$ cat src/rtl/add_constant_scheduler.sv
// Round-robin scheduler sharing one two-stage add-constant datapath among N requesters,
// each owning a private W-bit accumulator context.
module add_constant_scheduler #(
    parameter int             N    = 4,
    parameter int             W    = 32,
    parameter logic [W-1:0]   INCR = W'(2),
    parameter logic [W-1:0]   INIT = W'(0)
) (
    input  logic                  clk,
    input  logic                  rst,
    input  logic                  en,
    input  logic [N-1:0]          req,
    input  logic [N-1:0]          init,
    output logic [N-1:0]          gnt,
    output logic                  rsp_vld,
    output logic [$clog2(N)-1:0]  rsp_id,
    output logic [W-1:0]          rsp_y,
    output logic                  busy
);

    localparam int IDW = $clog2(N);

    logic [W-1:0]   ctx_r [N];
    logic [IDW-1:0] rr_ptr_r;
    logic           s1_vld_r;
    logic           s1_init_r;
    logic [IDW-1:0] s1_id_r;

    logic [N-1:0]   elig_s;
    logic [N-1:0]   gnt_s;
    logic           found_s;
    logic           take_s;
    logic [IDW-1:0] gnt_id_s;
    logic [IDW-1:0] cand_s;
    logic [IDW-1:0] ptr_nxt_s;
    logic [W-1:0]   nxt_s;

    // Eligibility masking and first-eligible search starting at rr_ptr
    always_comb begin
        elig_s   = '0;
        gnt_s    = '0;
        found_s  = 1'b0;
        take_s   = 1'b0;
        gnt_id_s = '0;
        cand_s   = '0;
        for (int i = 0; i < N; i++) begin
            // An id still sitting in S1 has not written its context back yet.
            elig_s[i] = req[i] & en & rst & ~(s1_vld_r & (s1_id_r == IDW'(i)));
        end
        for (int off = 0; off < N; off++) begin
            if (int'(rr_ptr_r) + off >= N) begin
                cand_s = IDW'(int'(rr_ptr_r) + off - N);
            end else begin
                cand_s = IDW'(int'(rr_ptr_r) + off);
            end
            take_s   = ~found_s & elig_s[cand_s];
            gnt_id_s = take_s ? cand_s : gnt_id_s;
            found_s  = found_s | take_s;
        end
        if (found_s) begin
            gnt_s[gnt_id_s] = 1'b1;
        end else begin
            gnt_s = '0;
        end
    end

    // Next pointer after a grant and S1 compute value
    always_comb begin
        ptr_nxt_s = '0;
        nxt_s     = '0;
        if (gnt_id_s == IDW'(N - 1)) begin
            ptr_nxt_s = '0;
        end else begin
            ptr_nxt_s = gnt_id_s + IDW'(1);
        end
        if (s1_init_r) begin
            nxt_s = INIT;
        end else begin
            nxt_s = ctx_r[s1_id_r] + INCR;
        end
    end

    assign gnt  = gnt_s;
    assign busy = s1_vld_r | rsp_vld;

    // Arbitration pointer, pipeline stages, context write-back and response registers
    always_ff @(posedge clk or negedge rst) begin
        if (!rst) begin
            for (int i = 0; i < N; i++) begin
                ctx_r[i] <= INIT;
            end
            rr_ptr_r  <= '0;
            s1_vld_r  <= 1'b0;
            s1_init_r <= 1'b0;
            s1_id_r   <= '0;
            rsp_vld   <= 1'b0;
            rsp_id    <= '0;
            rsp_y     <= '0;
        end else begin
            if (found_s) begin
                rr_ptr_r  <= ptr_nxt_s;
                s1_id_r   <= gnt_id_s;
                s1_init_r <= init[gnt_id_s];
            end else begin
                rr_ptr_r  <= rr_ptr_r;
                s1_id_r   <= s1_id_r;
                s1_init_r <= s1_init_r;
            end
            s1_vld_r <= found_s;
            rsp_vld  <= s1_vld_r;
            if (s1_vld_r) begin
                ctx_r[s1_id_r] <= nxt_s;
                rsp_id         <= s1_id_r;
                rsp_y          <= nxt_s;
            end else begin
                rsp_id <= rsp_id;
                rsp_y  <= rsp_y;
            end
        end
    end

endmodule

$ cat config.mk
export PLATFORM = sky130hd
export DESIGN_NAME = add_constant_scheduler
export DESIGN_NICKNAME = d
export VERILOG_FILES = /design/src/rtl/add_constant_scheduler.sv
export SDC_FILE = /design/constraint.sdc
export NUM_CORES = 1
export LEC_CHECK = 0
export ABC_AREA = 1
export CAP_MARGIN = 0
export CORE_MARGIN = 3
export CORE_UTILIZATION = 65
export DETAILED_ROUTE_END_ITERATION = 16
export PLACE_DENSITY = 0.88
export SLEW_MARGIN = 10
export SYNTH_ARGS = -nofsm -noshare
export SYNTH_HDL_FRONTEND = slang
export SYNTH_SLANG_ARGS = --single-unit
export TNS_END_PERCENT = 50
$ cat constraint.sdc
create_clock -name clk -period 5.9 [get_ports clk]
set_clock_uncertainty 0.1 [all_clocks]
set_input_delay 1.18 -clock clk [delete_from_list [all_inputs] [get_ports clk]]
set_output_delay 1.18 -clock clk [all_outputs]
set_load 0.02 [all_outputs]
==> flow_summary_export.csv, run 1 <==
group,metric,value,unit
routing,viasPerCell,5.888,
synth,synth_area,8830,sq um
place,place_hpwl,13730,microns
synth,synth_edf_count,0,
global_route,grt_util_all_layers,0.3089,
global_route,grt_max_degree,67,
synth,synthArstFlopShare,1.000,
timing,maxSlewViolCount,0,
critical_path,cpMostUsedCell,"nand2_1",
timing,tns,0,ns
clocking,cts-root-buf,"clkbuf_16",
pwr,clockPowerShare,0.199,
pwr,p_leak,0.004439,uW
critical_path,crit_family,"buffers and inverters",
timing,finalCritPeriodShare,0.8700,
synth,syn-num-nets,1131,
clocking,clk_latency,0.43,ns
routing,firstDrtPassIters,6,
place,io_buffers,50,
critical_path,crit_type,"reg -> out",
layout,final_layout_size_suffix_gt1_frac,0.1220,
layout,n_antenna_cell,0,
timing,setup_ws,0.7669,ns
clocking,clock-sinks,169,
timing,setup_viol,0,
flow_run,cap_viol_max_count,0,
routing,drt_iter0_drc,743,
synth,ys_ff_latch,169,
clocking,htreeDepth,4,
pwr,pwr-share-comb,0.465,
clocking,postCtsHoldBufs,0,
layout,final_cell_mix,"402 x nand2_1, 168 x dfrtp_1, 103 x o21ai_0",
global_route,overflow,0,
clocking,cts_max_path_buffers,2,
layout,final_common_cell,"nand2_1",
clocking,ctsResizeCount,0,
timing,final_hold_viol_count,0,
pwr,switching_power,2506,uW
floorplan,die_w,122.6,microns
place,gp_congestion,0.9536,
pwr,internal-power,3004,uW
synth,syn_inst,1115,
synth,synth_ff_type,"dfrtp_1",
synth,seq_area_frac_synth,0.4790,
floorplan,initial_core_util,0.6830,
synth,avgSynthCellArea,7.919,sq um
critical_path,critPathMaxFanout,66,
timing,fmax,194.8,MHz
global_route,grt_pass1_wl,36550,microns
synth,yosysWarnings,0,
floorplan,rows,41,
clocking,cts_setup_buffers,0,
pwr,power.density,558.3,nW/um^2
global_route,grt_pass1_vias,7495,
timing,slew_headroom,0.3480,
floorplan,dieHeight,122.6,microns
routing,vias,7772,
critical_path,critPathRequiredTime,4.62,ns
critical_path,path_buf_inv,5,
critical_path,critPathMaxStageDelay,0.64,ns
place,post-place-ws,0.8700,ns
routing,wl_per_cell,16.56,microns
routing,antenna_left,0,
clocking,tritoncts,"yes",
status,status,"complete, no violations",
floorplan,ioPinCount,51,
synth,ys_types,40,
timing,period_needed,5.133,ns
critical_path,critPathSlowestCell,"dfrtp_2",
critical_path,start_kind,"register",
floorplan,dieArea,15020,sq um
min_path,min_path_type,"reg -> reg",
pwr,switching_share,0.4548,
pwr,seq_power_share,0.336,
routing,wirelength,21860,microns
floorplan,core,12930,sq um
critical_path,worstPathArrival,3.85,ns
layout,nNetsFinal,1152,
routing,drc,0,
critical_path,worst_setup_path_end_kind,"primary output",
timing,tightest_slew,0.9781,ns
layout,syn_to_final_growth,11.78,%
global_route,antenna_found_initial,0,
critical_path,path_cells,"inv_2 > buf_4 > nand3_2 > nand3_1 > nand2_1 > nand2_1 > nand2_1 > nor2_1 > nor2_1 > nand2_1 > nand2_1 > inv_1 > ha_1 > inv_1 > nor2_1 > clkdlybuf4s50_1",
clocking,clkSlewWorstSetupHoldPaths,0.06,ns
pwr,max-vdd-ir-drop,0.0003807,V
timing,rsz0062_at_grt,"false",
clocking,numCtsBuffers,17,
[logic make-up (layout without fill, tap and decap cells)]
logic type,Yosys count,count (layout),share of synthesized area
adder cells (fa/ha/maj),5,5,0.007085
AO/OA/AOI/OAI,180,180,0.1138
AND/OR/NAND/NOR,646,646,0.3373
buffers and inverters,114,147,0.06192
flip-flops,169,169,0.4790
XOR/XNOR,1,1,0.0009921
[final timing paths]
check                                 from    endpoint  depth (start not counted)  slack, ns
max in group asynchronous              rst  s1_id_r[0]                          4       2.85
worst min-delay path             rsp_y[17]   rsp_y[17]                          2       0.38
worst max-delay path            s1_id_r[0]      gnt[3]                         16       0.77
worst max register to register  s1_id_r[0]  ctx_r[105]                         12       2.32
min in group asynchronous              rst   ctx_r[99]                          2       0.82
worst min register to register   rsp_y[17]   rsp_y[17]                          2       0.38
[synthesized netlist by cell type (3+ instances only)]
| cell | n | area, sq um |
|---|---|---|
| nor2_1 | 38 | 142.6 |
| o21ai_0 | 103 | 515.5 |
| buf_6 | 10 | 112.6 |
| inv_1 | 46 | 172.7 |
| nor2_2 | 14 | 87.58 |
| nand3_2 | 19 | 190.2 |
| a32oi_2 | 3 | 48.80 |
| buf_2 | 8 | 40.04 |
| nand2_2 | 24 | 150.1 |
| nand4_1 | 26 | 162.7 |
| nand3_1 | 93 | 465.5 |
| a32oi_1 | 3 | 26.28 |
| a21oi_1 | 12 | 60.06 |
| inv_2 | 7 | 26.28 |
| dfrtp_1 | 169 | 4229 |
| o21ai_2 | 6 | 52.55 |
| ha_1 | 5 | 62.56 |
| buf_4 | 6 | 45.04 |
| clkbuf_1 | 34 | 127.6 |
| nor3_1 | 4 | 20.02 |
| o21ai_1 | 46 | 230.2 |
| nor3_2 | 3 | 30.03 |
| nor2_4 | 13 | 146.4 |
| nand2_1 | 402 | 1509 |
[layer usage]
layer  up-vias  wire, microns  GRT usage  part of all wire
met5         -              0          0                 0
met4         0            561     0.1141             0.026
met3        49           1266    0.05760             0.058
met2       295          10640     0.5036              0.49
met1      3742           9396     0.4155              0.43
li1       3686              -          -                 -
[registers in the layout, indices dropped and copies added, names as in the netlist]
| signal | count |
|---|---|
| rsp_vld | 1 |
| rr_ptr_r | 2 |
| s1_init_r | 1 |
| s1_id_r | 2 |
| s1_vld_r | 1 |
| ctx_r | 128 |
| rsp_id | 2 |
| rsp_y | 32 |
[power groups by stage]
stage               combinational (uW)  clock (uW)  sequential (uW)
global placement                  2450           0             1840
global route                      2850        1160             1890
floorplan                         1790           0             1870
finish                            2560        1100             1850
detailed placement                2520           0             1850
CTS                               2550        1110             1840
[stage by stage]
step                hold slack, ns  std cells  utilization  instance area [sq um]  power (uW)
global placement            0.3612       1289       0.7189                   9294        4291
floorplan                   0.2875       1115            -                   8830        3669
detailed placement          0.3662       1289       0.7189                   9294        4366
finish                      0.3831       1320       0.7635                   9869        5510
global route                0.4037       1320       0.7635                   9869        5902
CTS                         0.3837       1320       0.7635                   9869        5500
[worst register-to-register path, stage by stage, from the launching register on]
cell and delay (ns):
dfrtp_2 0.64, inv_2 0.14, buf_4 0.61, nand2_1 0.13, nand3_1 0.09, and2_1 0.23
ha_1 0.21, nand3_1 0.26, nor2_2 0.37, inv_1 0.16, nand2_1 0.09, nand3_1 0.15
o21ai_0 0.29
[area by class of cell]
cell class / instances / area (sq um)
inverters: 54 / 202.7
clock buffers: 18 / 429.2
well taps: 172 / 215.2
repair buffers: 62 / 591.8
fillers: 941 / 3058
flip-flops and latches: 169 / 4230
multi-input cells: 832 / 4054
clock inverters: 13 / 146.4
(Power assumes the default switching activity.)
==> run 2: changes to the inputs <==
- CTS_CLUSTER_SIZE: default -> 28
==> results of run 2 <==
No change in the layout: final DEF, timing and power equal those of run 1.
==> run 3: changes to the inputs <==
==> constraint.sdc (replaced) <==
create_clock -name clk -period 5.9 [get_ports clk]
set_clock_uncertainty 0.1 [all_clocks]
set_input_delay 1.18 -clock clk [delete_from_list [all_inputs] [get_ports clk]]
set_output_delay 1.18 -clock clk [all_outputs]
set_load 0.05 [all_outputs]
==> run 3 against run 2 <==
  * Combinational power up 15%
  * Final area up 0.16%
  * Via count increased by 0.44%
  * Flip-flop and latch count did not move
==> flow_summary_export.csv, run 3 (synthesized netlist as in run 1, its figures left out) <==
group,metric,value,unit
routing,vias,7806,
critical_path,cp.depth,14,
critical_path,start_kind,"register",
routing,viasPerCell,5.923,
global_route,antenna_found_initial,0,
timing,tns,0,ns
timing,tightest_slew,1.036,ns
timing,setup_viol,0,
layout,final_layout_size_suffix_gt1_frac,0.1248,
layout,syn_to_final_growth,11.96,%
critical_path,r2r-end,"rsp_y[9]",
timing,setup_ws,1.125,ns
critical_path,crit_type,"reg -> out",
critical_path,critPathMaxFanout,29,
clocking,ctsResizeCount,0,
critical_path,worst_setup_path_end_kind,"primary output",
layout,regMostFlops,"ctx_r",
timing,finalCritPeriodShare,0.8093,
critical_path,critPathRequiredTime,4.62,ns
routing,drt_iter0_drc,794,
layout,largest_reg_flops,128,
timing,fmax,209.4,MHz
routing,wl_per_cell,16.48,microns
floorplan,ioPinCount,51,
timing,maxSlewViolCount,0,
layout,postLayoutCellArea,9886,sq um
clocking,numCtsBuffers,17,
critical_path,path_cells,"nand3_2 > nand3_1 > nand2_1 > nand2_1 > nand2_1 > nor2_1 > nor2_1 > nand2_1 > nand2_1 > inv_1 > ha_1 > inv_1 > nor2_1 > buf_12",
critical_path,cpMostUsedCell,"nand2_1",
timing,rsz0062_at_grt,"false",
critical_path,critPathMaxStageDelay,0.75,ns
place,gp_congestion,0.9411,
routing,drc,0,
layout,utilization,0.7647,
floorplan,dieArea,15020,sq um
layout,n_antenna_cell,0,
clocking,clock-sinks,169,
floorplan,initial_core_util,0.6830,
clocking,cts_max_path_buffers,2,
place,dpl_cell_area,9326,sq um
layout,final_cell_mix,"402 x nand2_1, 168 x dfrtp_1, 103 x o21ai_0",
global_route,grt_max_degree,78,
layout,nNetsFinal,1151,
pwr,power.density,592.8,nW/um^2
pwr,finalPower,5861,uW
min_path,min_path_type,"reg -> reg",
critical_path,regToRegStartpoint,"s1_id_r[0]",
clocking,cts_setup_buffers,0,
critical_path,r2r_setup_slack,2.33,ns
global_route,grt_util_all_layers,0.3091,
global_route,grt_pass1_vias,7569,
clocking,htreeDepth,4,
status,status,"complete, no violations",
routing,antenna_left,0,
pwr,max-vdd-ir-drop,0.0005452,V
routing,firstDrtPassIters,6,
critical_path,r2r_cells,12,
critical_path,setup.worst_path.start,"s1_vld_r",
place,post-place-ws,1.220,ns
layout,fill_cells,944,
clocking,cts-root-buf,"clkbuf_16",
critical_path,crit_family,"simple AND/OR/NAND/NOR gates",
clocking,clk_latency,0.44,ns
place,place_hpwl,13640,microns
floorplan,rows,41,
critical_path,crit_end,"gnt[3]",
global_route,grt_pass1_wl,36630,microns
floorplan,die_w,122.6,microns
clocking,postCtsHoldBufs,0,
clocking,tritoncts,"yes",
global_route,overflow,0,
critical_path,critPathSlowestCell,"dfrtp_1",
critical_path,path_buf_inv,3,
layout,final_common_cell,"nand2_1",
clocking,clkSlewWorstSetupHoldPaths,0.07,ns
timing,period_needed,4.775,ns
floorplan,core,12930,sq um
floorplan,dieHeight,122.6,microns
timing,final_hold_viol_count,0,
flow_run,cap_viol_max_count,0,
timing,slew_headroom,0.3081,
routing,wirelength,21720,microns
pwr,p_leak,0.004445,uW
layout,biggestRegsByFlops,"ctx_r: 128 flops, rsp_y: 32 flops",
place,io_buffers,50,
critical_path,worstPathArrival,3.49,ns
[run 3: cell count changes in the layout (fill, tap and decap cells not counted), sizes merged]
cell / delta
inv: -1
bufinv: -1
buf: +3
clkdlybuf4s50: -4
clkinv: +1
[run 3: report_power, final]
part,internal (uW),leakage (uW),switching [uW]
Clock,593,0.000263,475
Combinational,865,0.00193,2080
Sequential,1560,0.00226,284
[run 3: area by class of cell]
type	instances	area, sq um	area share
Timing Repair Buffer	61	624.3	0.06316
Clock inverter	12	120.1	0.01215
Multi-Input combinational cell	832	4054	0.4101
Inverter	54	202.7	0.02050
Clock buffer	18	439.2	0.04442
Sequential cell	169	4230	0.4279
Tap cell	172	215.2	0.02177
[run 3: worst min-delay path, stage by stage (launching register included)]
cell     delay (ns)
dfrtp_1        0.35
nand2_1        0.06
nand2_1        0.05
[run 3: routing by layer]
layer,share of wire,track usage,vias up,routed length [microns]
met5,0,0,-,0
met4,0.022,0.1106,0,485
met3,0.068,0.05668,46,1482
met2,0.48,0.5033,337,10380
met1,0.43,0.4186,3741,9376
li1,-,-,3682,-
[run 3: worst min path at each step]
stage / cells past startpoint / slack, ns / end / from
5_1_grt: 2 / 0.40 / ctx_r[66] / ctx_r[66]
3_5_place_dp: 2 / 0.37 / ctx_r[98] / ctx_r[98]
2_1_floorplan: 0 / 0.29 / rsp_vld / s1_vld_r
4_1_cts: 2 / 0.38 / ctx_r[66] / ctx_r[66]
6_report: 2 / 0.38 / ctx_r[86] / ctx_r[86]
3_3_place_gp: 2 / 0.36 / ctx_r[64] / ctx_r[64]
[run 3: stage by stage]
step / hold slack, ns / std cells
detailed placement: 0.3655 / 1288
floorplan: 0.2875 / 1115
finish: 0.3832 / 1318
global placement: 0.3618 / 1288
global route: 0.4003 / 1318
CTS: 0.3829 / 1318
